--- src/rtl/wb_pkg.sv ---
`default_nettype none
// ============================================================================
// Module      : wb_pkg
// Description : Shared types and helpers for the register-file write-back path.
// Revision    : 1.0 - initial release
// ============================================================================
package wb_pkg;

    localparam int REG_ADDR_W = 5;
    localparam int REG_DATA_W = 32;
    localparam int NUM_REGS   = 32;

    typedef struct packed {
        logic [REG_ADDR_W-1:0] dest;
        logic [REG_DATA_W-1:0] data;
    } wb_entry_t;

    // Register 0 is hard-wired, so it never appears in a pending mask.
    function automatic logic [NUM_REGS-1:0] onehot_dest(input logic [REG_ADDR_W-1:0] dest);
        logic [NUM_REGS-1:0] oh;
        oh       = '0;
        oh[dest] = 1'b1;
        oh[0]    = 1'b0;
        return oh;
    endfunction

endpackage
`default_nettype wire

--- src/rtl/wb_fifo.sv ---
`default_nettype none
// ============================================================================
// Module      : wb_fifo
// Description : Synchronous non-fall-through FIFO of write-back entries with a
//               registered ready and per-slot valid/dest taps.
// Revision    : 1.0 - initial release
// ============================================================================
module wb_fifo
    import wb_pkg::*;
#(
    parameter int DEPTH = 4
) (
    input  logic                                clk,
    input  logic                                rst,
    input  logic                                flush,
    input  logic                                push,
    input  wb_entry_t                           push_entry,
    input  logic                                pop,
    output wb_entry_t                           head,
    output logic                                full,
    output logic                                empty,
    output logic                                ready,
    output logic [DEPTH-1:0]                    entry_valid,
    output logic [DEPTH-1:0][REG_ADDR_W-1:0]    entry_dest
);

    localparam int                c_PTR_W    = $clog2(DEPTH);
    localparam int                c_CNT_W    = c_PTR_W + 1;
    localparam logic [c_CNT_W-1:0] c_FULL_CNT = c_CNT_W'(DEPTH);

    wb_entry_t           r_mem [DEPTH];
    logic [c_PTR_W-1:0]  r_wr_ptr;
    logic [c_PTR_W-1:0]  r_rd_ptr;
    logic [c_CNT_W-1:0]  r_count;
    logic [c_CNT_W-1:0]  w_count_nxt;
    logic [DEPTH-1:0]    r_valid;
    logic                r_ready;
    logic                w_push;
    logic                w_pop;

    assign full   = (r_count == c_FULL_CNT);
    assign empty  = (r_count == '0);
    assign w_push = push && !full && !flush;
    assign w_pop  = pop && !empty && !flush;

    always_comb begin
        w_count_nxt = r_count;
        if (flush) begin
            w_count_nxt = '0;
        end else if (w_push && !w_pop) begin
            w_count_nxt = r_count + c_CNT_W'(1);
        end else if (w_pop && !w_push) begin
            w_count_nxt = r_count - c_CNT_W'(1);
        end
    end

    // Ready looks at the post-edge count, so a pop from full reopens it one cycle later.
    always_ff @(posedge clk or negedge rst) begin
        if (!rst) begin
            r_wr_ptr <= '0;
            r_rd_ptr <= '0;
            r_count  <= '0;
            r_valid  <= '0;
            r_ready  <= 1'b0;
        end else begin
            r_count <= w_count_nxt;
            r_ready <= (w_count_nxt != c_FULL_CNT);
            if (flush) begin
                r_wr_ptr <= '0;
                r_rd_ptr <= '0;
                r_valid  <= '0;
            end else begin
                if (w_pop) begin
                    r_rd_ptr          <= r_rd_ptr + c_PTR_W'(1);
                    r_valid[r_rd_ptr] <= 1'b0;
                end
                if (w_push) begin
                    r_wr_ptr          <= r_wr_ptr + c_PTR_W'(1);
                    r_valid[r_wr_ptr] <= 1'b1;
                end
            end
        end
    end

    always_ff @(posedge clk) begin
        if (w_push) begin
            r_mem[r_wr_ptr] <= push_entry;
        end
    end

    assign head        = r_mem[r_rd_ptr];
    assign ready       = r_ready;
    assign entry_valid = r_valid;

    generate
        for (genvar i = 0; i < DEPTH; i++) begin : g_dest
            assign entry_dest[i] = r_mem[i].dest;
        end
    endgenerate

endmodule
`default_nettype wire

--- src/rtl/regfile_writeback.sv ---
`default_nettype none
// ============================================================================
// Module      : regfile_writeback
// Description : Collects ALU and load results, arbitrates them onto the single
//               register-file write port and reports in-flight destinations.
//               WB_RR_ARB_EN selects round-robin instead of MEM-first priority.
// Revision    : 1.0 - initial release
// ============================================================================
module regfile_writeback
    import wb_pkg::*;
#(
    parameter int DEPTH  = 4,
    parameter int DATA_W = 32,
    parameter int ADDR_W = 5
) (
    input  logic              clk,
    input  logic              rst,
    input  logic              alu_valid,
    output logic              alu_ready,
    input  logic [ADDR_W-1:0] alu_dest,
    input  logic [DATA_W-1:0] alu_data,
    input  logic              mem_valid,
    output logic              mem_ready,
    input  logic [ADDR_W-1:0] mem_dest,
    input  logic [DATA_W-1:0] mem_data,
    input  logic              flush,
    output logic              Enable_Register_Write,
    output logic [ADDR_W-1:0] Destination_Write,
    output logic [DATA_W-1:0] Write_Value,
    output logic [31:0]       pending_mask,
    output logic              idle
);

    wb_entry_t                        w_alu_entry;
    wb_entry_t                        w_mem_entry;
    wb_entry_t                        w_alu_head;
    wb_entry_t                        w_mem_head;
    logic                             w_alu_full,  w_mem_full;
    logic                             w_alu_empty, w_mem_empty;
    logic                             w_alu_push,  w_mem_push;
    logic                             w_alu_pop,   w_mem_pop;
    logic                             w_grant_mem;
    logic                             w_any;
    logic [DEPTH-1:0]                 w_alu_vld,   w_mem_vld;
    logic [DEPTH-1:0][REG_ADDR_W-1:0] w_alu_dst,   w_mem_dst;
    logic [NUM_REGS-1:0]              w_mask;

    logic                             r_we;
    logic [ADDR_W-1:0]                r_dest;
    logic [DATA_W-1:0]                r_data;

    assign w_alu_entry = '{dest: alu_dest, data: alu_data};
    assign w_mem_entry = '{dest: mem_dest, data: mem_data};

    // Writes to r0 complete the handshake but are dropped here.
    assign w_alu_push = alu_valid && alu_ready && !w_alu_full && (alu_dest != '0);
    assign w_mem_push = mem_valid && mem_ready && !w_mem_full && (mem_dest != '0);

    wb_fifo #(.DEPTH(DEPTH)) u_alu_fifo (
        .clk         (clk),
        .rst         (rst),
        .flush       (flush),
        .push        (w_alu_push),
        .push_entry  (w_alu_entry),
        .pop         (w_alu_pop),
        .head        (w_alu_head),
        .full        (w_alu_full),
        .empty       (w_alu_empty),
        .ready       (alu_ready),
        .entry_valid (w_alu_vld),
        .entry_dest  (w_alu_dst)
    );

    wb_fifo #(.DEPTH(DEPTH)) u_mem_fifo (
        .clk         (clk),
        .rst         (rst),
        .flush       (flush),
        .push        (w_mem_push),
        .push_entry  (w_mem_entry),
        .pop         (w_mem_pop),
        .head        (w_mem_head),
        .full        (w_mem_full),
        .empty       (w_mem_empty),
        .ready       (mem_ready),
        .entry_valid (w_mem_vld),
        .entry_dest  (w_mem_dst)
    );

`ifdef WB_RR_ARB_EN
    logic r_last_mem;

    // Starts as "ALU granted last" so the first tie goes to MEM.
    assign w_grant_mem = !w_mem_empty && (w_alu_empty || !r_last_mem);

    always_ff @(posedge clk or negedge rst) begin
        if (!rst) begin
            r_last_mem <= 1'b0;
        end else if (!flush && !w_mem_empty && !w_alu_empty) begin
            r_last_mem <= w_grant_mem;
        end
    end
`else
    assign w_grant_mem = !w_mem_empty;
`endif

    assign w_any     = !w_mem_empty || !w_alu_empty;
    assign w_mem_pop = w_grant_mem;
    assign w_alu_pop = !w_alu_empty && !w_grant_mem;

    always_ff @(posedge clk or negedge rst) begin
        if (!rst) begin
            r_we   <= 1'b0;
            r_dest <= '0;
            r_data <= '0;
        end else if (flush) begin
            r_we   <= 1'b0;
            r_dest <= '0;
            r_data <= '0;
        end else if (w_any) begin
            r_we   <= 1'b1;
            r_dest <= w_grant_mem ? w_mem_head.dest : w_alu_head.dest;
            r_data <= w_grant_mem ? w_mem_head.data : w_alu_head.data;
        end else begin
            r_we   <= 1'b0;
        end
    end

    always_comb begin
        w_mask = '0;
        for (int i = 0; i < DEPTH; i++) begin
            if (w_alu_vld[i]) w_mask = w_mask | onehot_dest(w_alu_dst[i]);
            if (w_mem_vld[i]) w_mask = w_mask | onehot_dest(w_mem_dst[i]);
        end
        if (r_we) w_mask = w_mask | onehot_dest(r_dest);
    end

    assign Enable_Register_Write = r_we;
    assign Destination_Write     = r_dest;
    assign Write_Value           = r_data;
    assign pending_mask          = w_mask;
    assign idle                  = w_alu_empty && w_mem_empty && !r_we;

endmodule
`default_nettype wire

--- config.mk ---
export PLATFORM = sky130hd
export DESIGN_NAME = regfile_writeback
export DESIGN_NICKNAME = d
export VERILOG_FILES = /design/src/rtl/wb_pkg.sv /design/src/rtl/wb_fifo.sv /design/src/rtl/regfile_writeback.sv
export SDC_FILE = /design/constraint.sdc
export NUM_CORES = 1
export LEC_CHECK = 0
export ABC_AREA = 1
export BUFFER_PORTS_ARGS = -buffer_cell sky130_fd_sc_hd__buf_4
export CAP_MARGIN = 10
export CORE_ASPECT_RATIO = 1.25
export CORE_UTILIZATION = 60
export CTS_CLUSTER_SIZE = 28
export DETAILED_ROUTE_END_ITERATION = 10
export PLACE_DENSITY = 0.8
export SYNTH_ARGS = -nofsm -noshare
export SYNTH_HDL_FRONTEND = slang
export SYNTH_SLANG_ARGS = --single-unit
export TNS_END_PERCENT = 50
--- constraint.sdc ---
create_clock -name clk -period 3.5 [get_ports clk]
set_input_delay 0.7 -clock clk [delete_from_list [all_inputs] [get_ports clk]]
set_output_delay 0.7 -clock clk [all_outputs]
set_load 0.1 [all_outputs]
==> qor.txt, run 1 <==
status -> finished, violations left
failing checks -> negative setup slack
final setup margin -> -0.0251 ns
RSZ-0062 raised after global routing -> no
Synth top area share -> 54.1%
R2R Setup Slk -> 0.83 ns
CORE AREA -> 26800 um^2
CP Max Fanout -> 6
DP Worst Slack -> 0.780 ns
mux cell area share after synthesis -> 0%
synthesized instance count -> 1590
Static Leak -> 7.15 nW
CTS tree -> done
Worst Skew -> 0.00906 ns
Worst slew margin -> 41.8%
Final setup viols -> 1
initial DRC count -> 2191
XOR/XNOR share of the synthesized area -> 0.107%
hold crit path type -> in -> async
die width -> 150 um
Fin. Hold Viols -> 0
Unique masters post-synth -> 36
crit path cell chain -> inv_1 -> nand3_1 -> o22ai_2 -> nor3_1 -> nand2_1 -> buf_4
io pins -> 152
Synth top cells by count -> nor2_1, edfxtp_1, o21ai_0, nand3_1, nand2_1
worst-case reg-to-reg path depth -> 8
Fin Hold WS -> 0.253 ns
Antenna Nets Post-Route -> 0
Seq cells post-synth -> 358
WP data required -> 2.80 ns
WP data arrival -> 2.83 ns
Rows -> 67
Post-synth EDFFs -> 296
root buffer cell -> clkbuf_16
max_cap viols -> 0
area leader, netlist -> edfxtp_1
Power, Total -> 15.4 mW
clk sink count -> 358
largest net degree at the start of global routing -> 83
vias in the first global route -> 13800
Peak VDD IR -> 1.36 mV
synth top area cells -> edfxtp_1, dfrtp_1, nor2_1
Crit. Startpoint -> u_mem_fifo.r_mem[1][35]
critical path launch point type -> flop
Setup crit end -> pending_mask[3]
worst stage delay on the critical path -> 0.64 ns
slowest CP cell -> o22ai_2
drt first pass iters -> 7
Slew Viols, Final -> 0
Post-Synth Adder-Cell Area -> 1.68%
Worst setup EP type -> output port
initial antenna violation count -> 5
Reg-to-Reg End -> u_alu_fifo.r_mem[0][19]
grt ovf -> 0
Final min period -> 3.53 ns
drt total wl -> 60600 um
final std cells w/o fill -> 2111
port bufs -> 150
placer congestion estimate -> 1.18
CP Class -> reg -> out
drt wl/cell -> 28.7 um
largest family of logic cells by synthesized area -> simple AND/OR/NAND/NOR gates
register area share after synthesis -> 63.6%
dpl cells -> 2051
GRT Total Usage -> 44.5%
fin crit share -> 101%
initial core utilization -> 61.2%
design area -> 19000 um^2
Worst-path clk slew -> 0.07 ns
Peak Freq -> 284 MHz
Vias/cell -> 6.77
syn_area_per_cell -> 10.3 um^2
Tightest Pin Transition -> 0.872 ns
CTS Hold Bufs -> 0
Simple-Gate Fraction of Synth Area -> 16.8%
ys flop type -> edfxtp_1
syn_nets -> 1691
Post-Syn Area -> 16400 um^2
CTS Buf Count -> 30
Synth Warn # -> 0
die area -> 28000 um^2
clock latency on the worst-skew pair -> 0.55 ns
Layout area overhead -> 15.9%
PwrDens -> 811 nW/um^2
Die Y -> 187 um
most frequent cell after synthesis -> nor2_1
wire length of the first global-routing pass -> 88200 um
Vias -> 14300
Max Root-Sink Buffers -> 3
Post-Place Cell Area -> 18000 um^2
ys async rst share -> 17.3%
Max H-tree Level -> 1
Post-DP HPWL -> 40100 um
worst reg2reg startpoint -> u_alu_fifo.r_count[0]
DRC -> 0
post-synthesis compound-gate area fraction -> 13.4%
ratio of cells with drive above 1 in the final layout -> 15.3%
Final nets -> 1839
what timing repair did:
action / CTS / global route
buffers inserted: 0 / 0
setup endpoints to repair: 0 / 7
gates resized for setup: 0 / 12
layer usage:
layer	track usage [%]	vias up	share of wire [%]
li1	-	6011	-
met1	47.6	6733	31
met2	73.0	1199	48
met3	14.6	343	12
met4	32.3	2	9.7
met5	0.357	-	0.020
worst max-delay path, delay by kind of cell (launching register included):
kind            cells  cell delay, ns
flops               1            0.47
simple gates        3            0.69
compound gates      1            0.64
buf+inv             2            0.47
cell type report:
| type | count | area [um^2] |
|---|---|---|
| sequential | 358 | 10400 |
| fill | 1797 | 7790 |
| multi-input combinational | 1058 | 5380 |
| timing repair buffer | 182 | 1390 |
| clock buffer | 43 | 831 |
| tap | 345 | 432 |
| inverter | 108 | 405 |
| clock inverter | 13 | 145 |
| antenna | 4 | 10.0 |
state kept, by name, indices dropped and copies added (netlist names):
| signal | cells |
|---|---|
| u_alu_fifo.r_wr_ptr | 2 |
| u_alu_fifo.r_rd_ptr | 2 |
| Destination_Write | 5 |
| Write_Value | 32 |
| u_mem_fifo.r_rd_ptr | 2 |
| u_mem_fifo.r_count | 3 |
| Enable_Register_Write | 1 |
| u_alu_fifo.entry_valid | 4 |
| u_mem_fifo.r_wr_ptr | 2 |
| u_alu_fifo.r_count | 3 |
| u_alu_fifo.ready | 1 |
| u_mem_fifo.ready | 1 |
| u_alu_fifo.r_mem | 148 |
| u_mem_fifo.entry_valid | 4 |
| u_mem_fifo.r_mem | 148 |
cell families (layout without fill, tap and decap cells):
kind of cell	count (synthesis)	in the layout
buffers and inverters	174	346
DFF	358	358
adders and majority gates	22	22
AOI/OAI and AO/OA	385	385
other	1	5
and+or+nand+nor	648	648
xor gates and xnor gates	2	2
cell usage in the layout (no fill, tap or decap), types with 7 or more instances in the layout:
master and n:
nor3_1 35, dfrtp_1 60, clkbuf_16 31, a31o_2 7, o2111ai_1 12, inv_1 101, clkbuf_1 11, nand3_1 124
nor4_1 7, a31oi_1 18, ha_1 22, nand4_1 12, o22ai_1 104, o21ai_0 163, inv_2 7, nor2_4 12
buf_4 180, nand2_1 124, a21oi_1 64, nor2_1 315, edfxtp_1 296
worst min-delay path by stage:
| stage | endpoint | start |
|---|---|---|
| finish | Write_Value[0] | rst |
| CTS | Write_Value[0] | rst |
| global placement | Write_Value[25] | Write_Value[25] |
| detailed placement | Write_Value[25] | Write_Value[25] |
| global route | Write_Value[0] | rst |
| floorplan | Destination_Write[0] | rst |
metrics by stage:
stage               utilization, %  setup TNS, ns
finish                        71.0        -0.0251
global route                  70.9              0
CTS                           70.7              0
detailed placement            67.1              0
global placement              67.1              0
floorplan                        -         -22.82
where the power goes:
part	switching [mW]	internal, mW	total, mW
combinational	5.07	1.41	6.48
sequential	0.427	5.20	5.63
clock	1.44	1.87	3.32
total	6.94	8.49	15.4
Power figures use the tool's default switching activity.
==> run 2, diff against run 1 <==
--- a/config.mk
+++ b/config.mk
@@ -8,11 +8,13 @@
 export ABC_AREA = 1
 export BUFFER_PORTS_ARGS = -buffer_cell sky130_fd_sc_hd__buf_4
 export CAP_MARGIN = 10
-export CORE_ASPECT_RATIO = 1.25
-export CORE_UTILIZATION = 60
+export CELL_PAD_IN_SITES_DETAIL_PLACEMENT = 2
+export CELL_PAD_IN_SITES_GLOBAL_PLACEMENT = 2
+export CORE_ASPECT_RATIO = 0.5
+export CORE_UTILIZATION = 39
 export CTS_CLUSTER_SIZE = 28
 export DETAILED_ROUTE_END_ITERATION = 10
-export PLACE_DENSITY = 0.8
+export PLACE_DENSITY_LB_ADDON = 0.1
 export SYNTH_ARGS = -nofsm -noshare
 export SYNTH_HDL_FRONTEND = slang
 export SYNTH_SLANG_ARGS = --single-unit
==> run 2 against run 1 <==
  * The flow now finishes without violations
  * Sequential power is essentially flat
  * Combinational power grew 2%
  * Utilization shrank 23 points
  * Critical path depth grew 1
  * Global-route usage shrank 13 points
==> qor.txt, run 2 (synthesis gave the netlist of run 1 again) <==
Final min period -> 3.31 ns (-0.214 ns)
CORE AREA -> 41000 um^2 (+53%)
CTS Buf Count -> 36 (+20%)
DRC -> 0 (unchanged)
placer congestion estimate -> 1.03 (-13%)
Worst setup EP type -> output port
Post-CTS Setup Repair Bufs -> 0 (unchanged)
final std cells w/o fill -> 2310 (+9.4%)
dpl cells -> 2244 (+9.4%)
Post-DP HPWL -> 46100 um (+15%)
max_cap viols -> 0 (unchanged)
Clock power frac -> 24.7% (+3.2 points)
root buffer cell -> clkbuf_16
CTS Hold Bufs -> 0 (unchanged)
io pins -> 152 (unchanged)
post-cts sizing count -> 0 (unchanged)
Final nets -> 1843 (+0.22%)
Vias -> 13600 (-4.8%)
Comb pwr share -> 40.8% (-1.2 points)
Net Sw Frac -> 45.2% (+0.21 points)
port bufs -> 150 (unchanged)
CTS tree -> done
design area -> 19500 um^2 (+2.5%)
Final setup viols -> 0 (-1)
GRT Total Usage -> 31.4% (-13 points)
Peak VDD IR -> 0.723 mV (-47%)
die width -> 292 um (+95%)
PwrDens -> 834 nW/um^2 (+2.9%)
worst-case reg-to-reg path depth -> 8 (unchanged)
Max Root-Sink Buffers -> 3 (unchanged)
WP data required -> 2.80 ns (about the same)
Max H-tree Level -> 2 (+1)
CP Max Fanout -> 7 (+1)
fin crit share -> 94.6% (-6.1 points)
final setup margin -> 0.189 ns (+0.214 ns)
Vias/cell -> 5.89 (-13%)
RSZ-0062 raised after global routing -> no
Worst slew margin -> 30.3% (-11 points)
Slew Viols, Final -> 0 (unchanged)
most frequent cells in the layout -> nor2_1, edfxtp_1, buf_4
Worst-path clk slew -> 0.06 ns (about the same)
clk sink count -> 358 (unchanged)
Rows -> 52 (-22%)
most common cell after layout, fill and taps aside -> nor2_1
initial core utilization -> 40.1% (-21 points)
critical path launch point type -> flop
largest net degree at the start of global routing -> 83 (unchanged)
Fin Hold WS -> 0.303 ns (+0.0506 ns)
P_sw -> 7.35 mW (+5.9%)
ratio of cells with drive above 1 in the final layout -> 15.0% (-0.35 points)
DP Worst Slack -> 0.742 ns (-0.0385 ns)
Antenna Nets Post-Route -> 0 (unchanged)
drt first pass iters -> 5 (-2)
Post-Place Cell Area -> 18300 um^2 (+1.7%)
Tightest Pin Transition -> 1.04 ns (+0.172 ns)
Internal -> 8.92 mW (+5.0%)
Static Leak -> 7.25 nW (+1.5%)
WP data arrival -> 2.61 ns (-0.22 ns)
Worst Skew -> 0.0258 ns (+0.0167 ns)
Antenna Cells -> 0 (-4)
Flop pwr share -> 34.5% (-2.0 points)
die area -> 43000 um^2 (+53%)
Die Y -> 147 um (-21%)
grt ovf -> 0 (unchanged)
wire length of the first global-routing pass -> 98700 um (+12%)
initial DRC count -> 908 (-59%)
hold crit path type -> in -> async
clock latency on the worst-skew pair -> 0.55 ns (about the same)
Reg-to-Reg End -> u_mem_fifo.r_mem[0][8]
worst reg2reg startpoint -> u_mem_fifo.r_count[0]
CP Class -> reg -> out
drt total wl -> 67800 um (+12%)
Setup TNS -> 0 ns (+0.0251 ns)
Peak Freq -> 302 MHz (+6.5%)
drt wl/cell -> 29.4 um (+2.3%)
R2R Setup Slk -> 0.92 ns (+0.09 ns)
Layout area overhead -> 18.8%
status -> complete, no violations
vias in the first global route -> 14900 (+7.8%)
initial antenna violation count -> 0 (-5)
Fin. Hold Viols -> 0 (unchanged)
==> run 2: cell type report <==
| type | instances | area (um^2) |
|---|---|---|
| clock buffer | 50 | 1010 |
| clock inverter | 16 | 191 |
| fill | 4205 | 21500 |
| timing repair buffer | 180 | 1450 |
| tap | 540 | 676 |
| inverter | 108 | 405 |
| sequential | 358 | 10400 |
| multi-input combinational | 1058 | 5330 |
==> run 2: per-layer routing <==
| metal | GRT usage [%] | wire length (um) | share of wire, % |
|---|---|---|---|
| met4 | 10.1 | 2020 | 3.0 |
| met3 | 3.81 | 2600 | 3.8 |
| met1 | 37.3 | 27500 | 41 |
| met2 | 59.0 | 35700 | 53 |
| met5 | 0 | 0 | 0 |
==> run 2: critical path, cell delays in order, from the launching register on <==
cell       delay (ns)
edfxtp_1         0.47
inv_1            0.12
nor3_1           0.70
nand2_1          0.11
o21ai_0          0.12
a21oi_1          0.08
o2111ai_1        0.14
buf_4            0.35
==> run 2: power by group through the flow <==
stage	Clock, mW	Sequential (mW)	Combinational (mW)
after global routing	4.21	5.64	6.95
after CTS	4.07	5.60	6.66
after detailed placement	0	5.67	6.48
after floorplan	0	7.08	2.90
after global placement	0	5.61	6.19
final	4.02	5.61	6.64
==> run 2: worst max-delay path by stage <==
stage	endpoint	slack [ns]	from
after floorplan	u_alu_fifo.r_mem[0][0]	-0.14	u_alu_fifo.ready
after global placement	pending_mask[5]	0.76	u_mem_fifo.r_mem[0][35]
after detailed placement	u_mem_fifo.ready	0.74	flush
after CTS	pending_mask[25]	0.17	u_mem_fifo.r_mem[0][35]
after global routing	pending_mask[26]	0.07	u_mem_fifo.r_mem[0][35]
final	pending_mask[26]	0.19	u_mem_fifo.r_mem[0][35]
==> run 2: stage by stage <==
step,utilization [%],power (mW)
after floorplan,-,9.98
after global placement,44.6,11.8
after detailed placement,44.6,12.1
after CTS,47.6,16.3
after global routing,47.6,16.8
final,47.6,16.3
